--- config.mk ---
export PLATFORM = sky130hd
export DESIGN_NAME = tl_rx_vc_arbiter
export DESIGN_NICKNAME = d
export VERILOG_FILES = /design/src/rtl/tl_rx_vc_arbiter.sv
export SDC_FILE = /design/constraint.sdc
export NUM_CORES = 1
export LEC_CHECK = 0
export CAP_MARGIN = 20
export CORE_AREA = 5 5 76 78
export DETAILED_ROUTE_END_ITERATION = 7
export DIE_AREA = 0 0 81 83
export PLACE_DENSITY = 0.89
export SLEW_MARGIN = 10
export SYNTH_ARGS = -nofsm -noshare
export SYNTH_HDL_FRONTEND = slang
export SYNTH_SLANG_ARGS = --single-unit
--- constraint.sdc ---
create_clock -name i_clk -period 2.3 [get_ports i_clk]
set_input_delay 0.69 -clock i_clk [delete_from_list [all_inputs] [get_ports i_clk]]
set_output_delay 0.69 -clock i_clk [all_outputs]
set_load 0.1 [all_outputs]
--- src/rtl/tl_rx_vc_arbiter.sv ---
// RX virtual-channel read scheduler: picks posted / non-posted / completion under producer-consumer
// ordering and drains one header read plus its data beats, paced by consumer ready.
module tl_rx_vc_arbiter #(
    parameter int unsigned DW               = 32,
    parameter int unsigned R_CTRL_BUS_WIDTH = 4,
    parameter int unsigned FLAGS_WIDTH      = 6,
    parameter int unsigned BEAT_DW          = 32
) (
    input  logic                        i_clk,
    input  logic                        i_rst,
    input  logic [FLAGS_WIDTH-1:0]      i_vc_r_empty_flags,
    input  logic [DW-1:0]               i_p_hdr_dw0,
    input  logic [DW-1:0]               i_np_hdr_dw0,
    input  logic [DW-1:0]               i_cpl_hdr_dw0,
    input  logic                        i_p_ready,
    input  logic                        i_np_ready,
    input  logic                        i_cpl_ready,
    output logic [R_CTRL_BUS_WIDTH-1:0] o_r_posted_ctrl,
    output logic [R_CTRL_BUS_WIDTH-1:0] o_r_non_posted_ctrl,
    output logic [R_CTRL_BUS_WIDTH-1:0] o_r_completion_ctrl,
    output logic                        o_valid,
    output logic                        o_sop,
    output logic                        o_eop,
    output logic [1:0]                  o_tlp_type,
    output logic                        o_busy
);

    typedef enum logic [1:0] {StIdle, StHdr, StData} state_e;

    localparam logic [1:0] TypeNone = 2'b00;
    localparam logic [1:0] TypeP    = 2'b01;
    localparam logic [1:0] TypeNp   = 2'b10;
    localparam logic [1:0] TypeCpl  = 2'b11;

    state_e      state_q, state_d;
    logic [1:0]  grant_q, grant_d, grant_new;
    logic        rr_q, rr_d;           // 0: NP wins next tie, 1: CPL wins next tie
    logic        has_data_q, has_data_d;
    logic [9:0]  len_q, len_d;
    logic [5:0]  cnt_q, cnt_d;
    logic        valid_q, sop_q, eop_q;
    logic [1:0]  type_q;

    logic        p_elig, np_elig, cpl_elig;
    logic        sel_ready, sel_data_empty;
    logic        hdr_stb, data_stb;
    logic [DW-1:0] new_dw0;
    logic [10:0] len_eff;
    logic [5:0]  beats;
    logic [R_CTRL_BUS_WIDTH-1:0] stb_bus;
    logic        unused_dw0;

    assign unused_dw0 = ^{new_dw0[DW-1:31], new_dw0[29:10]};

    // NP and CPL may not pass a posted TLP, so both wait on an empty p_hdr
    assign p_elig   = ~i_vc_r_empty_flags[5];
    assign np_elig  = ~i_vc_r_empty_flags[3] & i_vc_r_empty_flags[5];
    assign cpl_elig = ~i_vc_r_empty_flags[1] & i_vc_r_empty_flags[5];

    always_comb begin
        grant_new = TypeNone;
        if (p_elig)                 grant_new = TypeP;
        else if (np_elig && cpl_elig) grant_new = rr_q ? TypeCpl : TypeNp;
        else if (np_elig)           grant_new = TypeNp;
        else if (cpl_elig)          grant_new = TypeCpl;
    end

    always_comb begin
        new_dw0 = '0;
        case (grant_new)
            TypeP:   new_dw0 = i_p_hdr_dw0;
            TypeNp:  new_dw0 = i_np_hdr_dw0;
            TypeCpl: new_dw0 = i_cpl_hdr_dw0;
            default: new_dw0 = '0;
        endcase
    end

    always_comb begin
        sel_ready      = 1'b0;
        sel_data_empty = 1'b1;
        case (grant_q)
            TypeP:   begin sel_ready = i_p_ready;   sel_data_empty = i_vc_r_empty_flags[4]; end
            TypeNp:  begin sel_ready = i_np_ready;  sel_data_empty = i_vc_r_empty_flags[2]; end
            TypeCpl: begin sel_ready = i_cpl_ready; sel_data_empty = i_vc_r_empty_flags[0]; end
            default: begin sel_ready = 1'b0;        sel_data_empty = 1'b1;                  end
        endcase
    end

    // Length 0 encodes 1024 DW
    assign len_eff = (len_q == 10'd0) ? 11'd1024 : {1'b0, len_q};
    assign beats   = 6'((len_eff + 11'(BEAT_DW - 1)) / 11'(BEAT_DW));

    always_comb begin
        state_d    = state_q;
        grant_d    = grant_q;
        rr_d       = rr_q;
        has_data_d = has_data_q;
        len_d      = len_q;
        cnt_d      = cnt_q;
        hdr_stb    = 1'b0;
        data_stb   = 1'b0;
        case (state_q)
            StIdle: begin
                if (grant_new != TypeNone) begin
                    grant_d    = grant_new;
                    has_data_d = new_dw0[30];
                    len_d      = new_dw0[9:0];
                    state_d    = StHdr;
                    if (grant_new == TypeNp)  rr_d = 1'b1;
                    if (grant_new == TypeCpl) rr_d = 1'b0;
                end
            end
            StHdr: begin
                if (sel_ready) begin
                    hdr_stb = 1'b1;
                    if (has_data_q) begin
                        cnt_d   = beats;
                        state_d = StData;
                    end else begin
                        state_d = StIdle;
                    end
                end
            end
            StData: begin
                if (sel_ready && !sel_data_empty) begin
                    data_stb = 1'b1;
                    cnt_d    = cnt_q - 6'd1;
                    if (cnt_q == 6'd1) state_d = StIdle;
                end
            end
            default: state_d = StIdle;
        endcase
    end

    always_comb begin
        stb_bus    = '0;
        stb_bus[0] = hdr_stb;
        stb_bus[1] = data_stb;
    end

    assign o_r_posted_ctrl     = (grant_q == TypeP)   ? stb_bus : '0;
    assign o_r_non_posted_ctrl = (grant_q == TypeNp)  ? stb_bus : '0;
    assign o_r_completion_ctrl = (grant_q == TypeCpl) ? stb_bus : '0;

    always_ff @(posedge i_clk or posedge i_rst) begin
        if (i_rst) begin
            state_q    <= StIdle;
            grant_q    <= TypeNone;
            rr_q       <= 1'b0;
            has_data_q <= 1'b0;
            len_q      <= '0;
            cnt_q      <= '0;
            valid_q    <= 1'b0;
            sop_q      <= 1'b0;
            eop_q      <= 1'b0;
            type_q     <= TypeNone;
        end else begin
            state_q    <= state_d;
            grant_q    <= grant_d;
            rr_q       <= rr_d;
            has_data_q <= has_data_d;
            len_q      <= len_d;
            cnt_q      <= cnt_d;
            valid_q    <= hdr_stb | data_stb;
            sop_q      <= hdr_stb;
            eop_q      <= (hdr_stb & ~has_data_q) | (data_stb & (cnt_q == 6'd1));
            type_q     <= (hdr_stb | data_stb) ? grant_q : TypeNone;
        end
    end

    assign o_valid    = valid_q;
    assign o_sop      = sop_q;
    assign o_eop      = eop_q;
    assign o_tlp_type = type_q;
    assign o_busy     = (state_q != StIdle);

endmodule

==> results of run 1 <==
-- cells by family (layout without fill, tap and decap cells) --
family | count (synthesis) | count (layout)
mux | 2 | 2
xor+xnor | 4 | 4
flops | 27 | 27
compound gates | 57 | 57
simple gates | 63 | 63
buf+inv | 22 | 87
other cells | 1 | 6
fa+ha+maj | 2 | 2
-- layer usage --
metal / GRT usage (%) / up-vias / wire [um]
met5: 0 / - / 0
met3: 3.79 / 10 / 312
met1: 16.0 / 785 / 1770
met2: 22.9 / 74 / 2210
li1: - / 789 / -
met4: 2.92 / 0 / 77
-- flip-flops by register name, indices dropped and copies added (netlist names), 2 cells and up --
register and flops:
len_q 10, grant_q 2, o_tlp_type 2, cnt_q 6, state_q 2
-- area by class of cell --
class                      instances  area (um2)
multi-input combinational        134         906
fill                             475        2510
clock inverter                     1        7.51
clock buffer                       3        41.3
sequential                        27         677
tap                               70        87.6
inverter                           7        26.3
timing repair buffer              76         756
-- critical path: stages --
cell and delay (ns):
dlygate4sd2_1 0.26, and2_4 0.14, a2111o_1 0.38, buf_12 0.15, nor2_4 0.09, buf_12 0.18
-- cell usage after synthesis, types with 2 or more instances --
cell,instances,share of area [%]
a21oi_1,20,6.2
a222oi_1,11,6.8
a22o_1,2,1.1
a31oi_1,2,0.78
and2_1,4,1.6
buf_4,6,2.8
buf_6,2,1.4
clkbuf_1,5,1.2
dfrtp_1,27,42
ha_1,2,1.6
inv_1,7,1.6
nand2_1,11,2.6
nand2b_1,5,1.9
nand3_1,5,1.6
nand4_1,2,0.78
nor2_1,23,5.4
nor2b_1,4,1.6
nor3_1,5,1.6
o211ai_1,4,1.9
o21ai_0,6,1.9
o22ai_1,2,0.78
xnor2_1,3,1.6
-- how the worst max path moves through the flow --
| stage | start | end | slack, ns |
|---|---|---|---|
| after floorplan | i_vc_r_empty_flags[4] | o_r_completion_ctrl[1] | -0.37 |
| after global placement | i_vc_r_empty_flags[4] | o_r_completion_ctrl[1] | -0.60 |
| after detailed placement | i_vc_r_empty_flags[4] | o_r_completion_ctrl[1] | -0.61 |
| after CTS | grant_q[1]$_DFFE_PP0P_ | o_r_non_posted_ctrl[1] | -0.35 |
| after global routing | grant_q[1]$_DFFE_PP0P_ | o_r_non_posted_ctrl[1] | -0.33 |
| final | i_vc_r_empty_flags[2] | o_r_non_posted_ctrl[1] | -0.28 |
-- report_power, final --
group | switching (mW) | internal [mW] | leakage, nW | total (mW)
Combinational | 1.19 | 0.769 | 0.683 | 1.96
Sequential | 0.225 | 0.706 | 0.321 | 0.931
Clock | 0.153 | 0.123 | 0.0217 | 0.276
Total | 1.57 | 1.60 | 1.03 | 3.17
-- repair_timing --
action                     CTS  global route
setup buffers                2             0
setup endpoints to repair   18             6
hold buffers                 0             0
gates resized for setup     15             4
pin swaps                    5             4
==> results.toml, run 1 <==
[run_status]
status = "finished with violations"
violations = "setup timing"

[drt]
vias = 1658
first_pass_iters = 7
drc = 0
wire_per_inst_um = 13.7
drt_wl_total_mm = 4.37
first_iter_violations = 108
postRouteAntennaNets = 0
vias_per_cell = 5.21

[worst_setup_path]
arrival_ns = 1.89
reg2reg_depth = 7
r2r_end = "cnt_q[0]$_DFFE_PP0P_"
crit_fanout = 4
r2r_slack_ns = 0.29
end_kind = "primary output"
reg2reg_from = "grant_q[1]$_DFFE_PP0P_"
path_class = "in -> out"
cp-start-kind = "input pin"
cp.required_ns = 1.61

[sta]
fin_skew_ns = 0.00565
finalWorstSetupSlack_ns = -0.282
fin_crit_sh_pct = 112
timing.fmax_ghz = 0.387
hold_ws_ns = 0.536
tns_ns = -1.38
hold_viol = 0
relSlewSlack_pct = 52.2
worst_slew_pin_slew_ns = 0.713
maxSlewViolCount = 0
fin_crit_ns = 2.58
rsz0062_at_grt = "true"
finalSetupViolCount = 6

[die]
ios = 125
core_area_mm2 = 0.00501
die_width_um = 81
die_area_mm2 = 0.00672
fp.dieH_um = 83
start_util_pct = 32.1
rows = 26

[synth]
synth_area_per_cell_um2 = 9.03
async_flop_share_pct = 100
synth_compound_area_share_pct = 25.2
synth_xor_area_share_pct = 2.65
ys_warn_count = 0
ys.flop_type = "dfrtp_1"
synth_adder_area_share_pct = 1.56
synth_top_family_by_area = "compound AO/OA/AOI/OAI gates"
synthMuxAreaShare_pct = 1.63
synth.distinct_cells = 42
ys_seq_area_share_pct = 42.0
syn_area_mm2 = 0.00161
syn_inst = 178
ys_ff_latch = 27
synth_edf_count = 0
yosys.area_share.simple_pct = 19.1

[finish]
layout-drive-gt1-share_pct = 24.6
antennaDiodeCount = 0
final_cells = 318
nets = 358
mostFrequentLayoutCells = "37 x clkdlybuf4s50_1, 26 x dfrtp_1, 25 x buf_4"
final_common_cell = "clkdlybuf4s50_1"
area_growth_pct = 55.6
final_util_pct = 49.9
finalInstanceArea_mm2 = 0.00250

[placed_design]
place_congestion = 0.830
place_hpwl_mm = 3.42
placed_cell_area_mm2 = 0.00243
port_buffers = 55
place_inst = 312
dp_slack_ns = -0.613

[global_route]
overflow = 0
grt_usage_pct = 13.2
antenna_found_initial = 0
grt_first_pass_wirelength_mm = 7.32
grt_start_max_net_pins = 28
grt_pass1_vias = 1658

[job]
max_cap_violations = 0

[power]
p_total_mw = 3.17
p_leak_nw = 1.03
peakVddDrop_uv = 673
power_density_mw_per_mm2 = 1270

[clocking]
clkSlewWorstSetupHoldPaths_ns = 0.10
root_buffer = "clkbuf_8"
cts_tree = "yes"
clk-insertion-delay-late_ns = 0.28
clock_path_buffers = 2
htreeDepth = 1
cts_buffers = 3
cts.sinks = 27

[hold_path]
hold_start = "rr_q$_DFFE_PP0P_"
hp-class = "reg -> reg"
min_path_cells = 1
worst_hold_path.endpoint = "rr_q$_DFFE_PP0P_"
No activity file was read; power rests on OpenSTA's default activity.
==> run 2: changes to the inputs <==
Settings changed: CTS_BUF_LIST from default to sky130_fd_sc_hd__clkbuf_16, SKIP_LAST_GASP from default to 1.
==> run 2 against run 1 <==
Against the previous run: the run still ends with setup timing left; clock power increased by 45%; total power grew 4.3%; hold slack worse by 0.0033 ns; setup slack better by 0.0098 ns; die area did not move; clock skew fell by 0.00062 ns; non-clock buffer count is the same; sequential share of layout area shrank 0.65 points; flip-flop and latch count unchanged; first-iteration DRC count increased by 21%; combinational power about the same; cell area increased by 2.5%; critical path type unchanged; largest power group unchanged; highest routed layer unchanged.
==> results.toml, run 2 (synthesis results as in run 1) <==
[finish]
finalInstanceArea_mm2 = 0.00256
mostFrequentLayoutCells = "37 x clkdlybuf4s50_1, 26 x dfrtp_1, 25 x buf_4"
layout-drive-gt1-share_pct = 25.0
nFillCells = 455
final_util_pct = 51.1
antennaDiodeCount = 0
final_common_cell = "clkdlybuf4s50_1"
reg_top3 = "len_q (10), cnt_q (6)"
top_register = "len_q"
nets = 358
largest_reg_flops = 10
final_cells = 318
area_growth_pct = 59.4

[worst_setup_path]
end_kind = "primary output"
critPathSlowestCell = "a2111o_1"
cp-start-kind = "input pin"
reg2reg_depth = 7
cp.required_ns = 1.61
critPathLaunch = "i_vc_r_empty_flags[4]"
arrival_ns = 1.88
reg2reg_from = "grant_q[1]$_DFFE_PP0P_"
crit_fanout = 4
cp_common_cell = "buf_12"
crit_path_max_incr_delay_ns = 0.41
path_class = "in -> out"
critical_path.cell_chain = "buf_6, mux2_4, a2111o_1, buf_12, nor2_4, buf_12"

[clocking]
clock_path_buffers = 2
clkSlewWorstSetupHoldPaths_ns = 0.07
htreeDepth = 1
cts_buffers = 3
cts.sinks = 27
cts_tree = "yes"
clk-insertion-delay-late_ns = 0.26
root_buffer = "clkbuf_16"

[power]
p_leak_nw = 1.05
peakVddDrop_uv = 666
power_density_mw_per_mm2 = 1290

[global_route]
grt_usage_pct = 13.4
grt_first_pass_wirelength_mm = 7.40
grt_start_max_net_pins = 28
antenna_found_initial = 0
grt_pass1_vias = 1678
overflow = 0

[placed_design]
placed_cell_area_mm2 = 0.00243
dp_slack_ns = -0.613
port_buffers = 55
place_hpwl_mm = 3.42
place_inst = 312
place_congestion = 0.830

[sta]
fin_crit_sh_pct = 112
finalWorstSetupSlack_ns = -0.272
hold_ws_ns = 0.532
rsz0062_at_grt = "true"
fin_skew_ns = 0.00503
worst_slew_pin_slew_ns = 0.709
fin_crit_ns = 2.57
maxSlewViolCount = 0
finalSetupViolCount = 6
relSlewSlack_pct = 52.5
timing.fmax_ghz = 0.389
hold_viol = 0

[run_status]
status = "finished with violations"
violations = "setup timing"

[die]
core_area_mm2 = 0.00501
start_util_pct = 32.1
die_area_mm2 = 0.00672
die_width_um = 81
ios = 125
fp.dieH_um = 83
rows = 26

[drt]
vias_per_cell = 5.15
postRouteAntennaNets = 0
first_pass_iters = 5
wire_per_inst_um = 13.9
vias = 1639
drt_wl_total_mm = 4.43
drc = 0
first_iter_violations = 131

[hold_path]
hold_start = "rr_q$_DFFE_PP0P_"
hp-class = "reg -> reg"
min_path_cells = 1

[job]
max_cap_violations = 0
[run 2: per-layer routing]
metal	track usage, %	wire length [um]
met1	15.9	1720
met3	3.79	333
met5	0	0
met4	2.92	40
met2	23.5	2340
[run 2: timing repair]
action,in CTS,in global routing
resized for setup,18,7
setup endpoints to repair,18,8
cloned,0,0
pin swaps,5,4
buffers inserted,2,0
hold buffers,0,0
[run 2: worst max-delay path, delay by kind of cell]
family                 cells  cell delay [ns]
buffers and inverters      3             0.42
AO/OA/AOI/OAI              1             0.41
multiplexers               1             0.27
AND/OR/NAND/NOR            1             0.09
[run 2: path summary, 6_finish.rpt]
path	endpoint	slack [ns]
worst max-delay path	o_r_non_posted_ctrl[1]	-0.27
worst min register to register	rr_q$_DFFE_PP0P_	0.53
min in group asynchronous	has_data_q$_DFFE_PP0P_	0.78
worst max register to register	cnt_q[0]$_DFFE_PP0P_	0.32
max in group asynchronous	grant_q[1]$_DFFE_PP0P_	1.25
worst min-delay path	rr_q$_DFFE_PP0P_	0.53
[run 2: area by class of cell]
class | instances | area, um2 | area share (%)
multi-input combinational | 134 | 907 | 35.4
timing repair buffer | 76 | 782 | 30.5
sequential | 27 | 677 | 26.4
tap | 70 | 87.6 | 3.42
clock buffer | 3 | 75.1 | 2.93
inverter | 7 | 26.3 | 1.03
clock inverter | 1 | 7.51 | 0.293
[run 2: stage by stage]
step	setup TNS (ns)	power [mW]
6_report	-1.30	3.30
2_1_floorplan	-1.10	2.26
5_1_grt	-1.47	3.52
3_3_place_gp	-7.91	2.76
3_5_place_dp	-8.89	2.85
4_1_cts	-1.53	3.29
[run 2: report_power, final]
| part | switching, mW | total [mW] | internal [mW] | leakage, nW |
|---|---|---|---|---|
| Sequential | 0.227 | 0.935 | 0.707 | 0.321 |
| Clock | 0.164 | 0.401 | 0.236 | 0.0371 |
| Combinational | 1.19 | 1.97 | 0.773 | 0.692 |
==> run 3: changes to the inputs <==
Settings changed: CORE_AREA 5 5 76 78 to 5 5 80 82, DIE_AREA 0 0 81 83 to 0 0 85 87, PLACE_DENSITY 0.89 to 0.85, TNS_END_PERCENT from default to 100.
Clock period 2.3 ns to 2.1 ns, I/O delays scaled along.
==> run 3 against run 2 <==
Against the previous run: the flow still finishes with violations (setup timing); via count decreased by 2.6%; critical path depth decreased by 2; sequential power increased by 10%; critical path type is now reg -> out; global-route usage decreased by 1.9 points; clock skew about the same.
==> results.toml, run 3 (synthesis results as in run 1) <==
[sta]
fin_skew_ns = 0.00462
timing.fmax_ghz = 0.399
finalWorstSetupSlack_ns = -0.407
maxSlewViolCount = 0
hold_ws_ns = 0.520
tns_ns = -2.00
hold_viol = 0
worst_slew_pin_slew_ns = 0.508
relSlewSlack_pct = 65.3
finalSetupViolCount = 6
fin_crit_ns = 2.51
rsz0062_at_grt = "true"
fin_crit_sh_pct = 119

[job]
max_cap_violations = 0

[clocking]
clock_path_buffers = 2
cts.sinks = 27
cts_buffers = 3
clkSlewWorstSetupHoldPaths_ns = 0.07
clk-insertion-delay-late_ns = 0.27
root_buffer = "clkbuf_16"
cts_tree = "yes"
htreeDepth = 1

[drt]
drt_wl_total_mm = 4.24
postRouteAntennaNets = 0
vias_per_cell = 4.90
first_iter_violations = 107
drc = 0
vias = 1597
wire_per_inst_um = 13.0
first_pass_iters = 4

[global_route]
overflow = 0
grt_first_pass_wirelength_mm = 6.99
grt_pass1_vias = 1561
grt_usage_pct = 11.5
grt_start_max_net_pins = 28
antenna_found_initial = 0

[die]
die_width_um = 85
fp.dieH_um = 87
start_util_pct = 28.3
rows = 28
core_area_mm2 = 0.00568
die_area_mm2 = 0.00740
ios = 125

[finish]
antennaDiodeCount = 0
mostFrequentLayoutCells = "37 x clkdlybuf4s50_1, 26 x dfrtp_1, 22 x buf_4"
final_cells = 326
reg_top3 = "len_q (10), cnt_q (6)"
final_common_cell = "clkdlybuf4s50_1"
area_growth_pct = 63.9
nFillCells = 530
top_register = "len_q"
final_util_pct = 46.4
nets = 361
largest_reg_flops = 10
layout-drive-gt1-share_pct = 25.1

[placed_design]
place_hpwl_mm = 3.43
place_congestion = 0.828
port_buffers = 55
place_inst = 320

[power]
p_total_mw = 3.78
power_density_mw_per_mm2 = 1430
p_leak_nw = 1.08
peakVddDrop_uv = 839

[worst_setup_path]
crit_fanout = 5
path_class = "reg -> out"
cp-start-kind = "flop"
cp.required_ns = 1.47
end_kind = "primary output"
r2r_slack_ns = 0.15
arrival_ns = 1.88

[run_status]
status = "finished with violations"
violations = "setup timing"

[hold_path]
hp-class = "reg -> reg"
run 3: critical path: stages, from the launching register on:
cell	delay [ns]
dfrtp_2	0.45
mux2_4	0.31
a2111o_1	0.50
nor2_4	0.16
buf_12	0.18
run 3: path summary, 6_finish.rpt:
check,startpoint,endpoint,cells after the start
min,rr_q$_DFFE_PP0P_,rr_q$_DFFE_PP0P_,1
max in group asynchronous,i_rst,grant_q[1]$_DFFE_PP0P_,3
min in group asynchronous,i_rst,len_q[1]$_DFFE_PP0P_,3
max reg2reg,grant_q[1]$_DFFE_PP0P_,cnt_q[0]$_DFFE_PP0P_,7
min reg2reg,rr_q$_DFFE_PP0P_,rr_q$_DFFE_PP0P_,1
max,grant_q[1]$_DFFE_PP0P_,o_r_non_posted_ctrl[1],4
run 3: stage by stage:
stage | setup slack [ns] | area [um2]
final | -0.407 | 2640
after global routing | -0.452 | 2640
after CTS | -0.479 | 2630
after detailed placement | -0.691 | 2550
after global placement | -0.665 | 2550
after floorplan | -0.446 | 1680
run 3: report_power, final:
| part | switching, mW | internal [mW] |
|---|---|---|
| Combinational | 1.31 | 0.994 |
| Sequential | 0.251 | 0.776 |
| Clock | 0.185 | 0.264 |
run 3: what timing repair did:
item / CTS / global route
gates cloned: 0 / 0
pin swaps: 6 / 5
hold buffers: 0 / 0
setup buffers: 2 / 0
resized for setup: 16 / 2
endpoints found under the setup margin: 12 / 6
run 3: layer usage:
| metal | up-vias | wire [um] | GRT usage [%] |
|---|---|---|---|
| met3 | 4 | 291 | 3.50 |
| met5 | - | 0 | 0 |
| met2 | 47 | 2140 | 20.8 |
| li1 | 795 | - | - |
| met1 | 751 | 1770 | 13.5 |
| met4 | 0 | 32 | 2.01 |
run 3: area by class of cell:
type / count / area, um2 / area share (%)
multi-input combinational: 134 / 901 / 34.2
timing repair buffer: 79 / 853 / 32.4
sequential: 27 / 677 / 25.7
tap: 75 / 93.8 / 3.56
clock buffer: 3 / 75.1 / 2.85
inverter: 7 / 26.3 / 0.997
clock inverter: 1 / 8.76 / 0.332
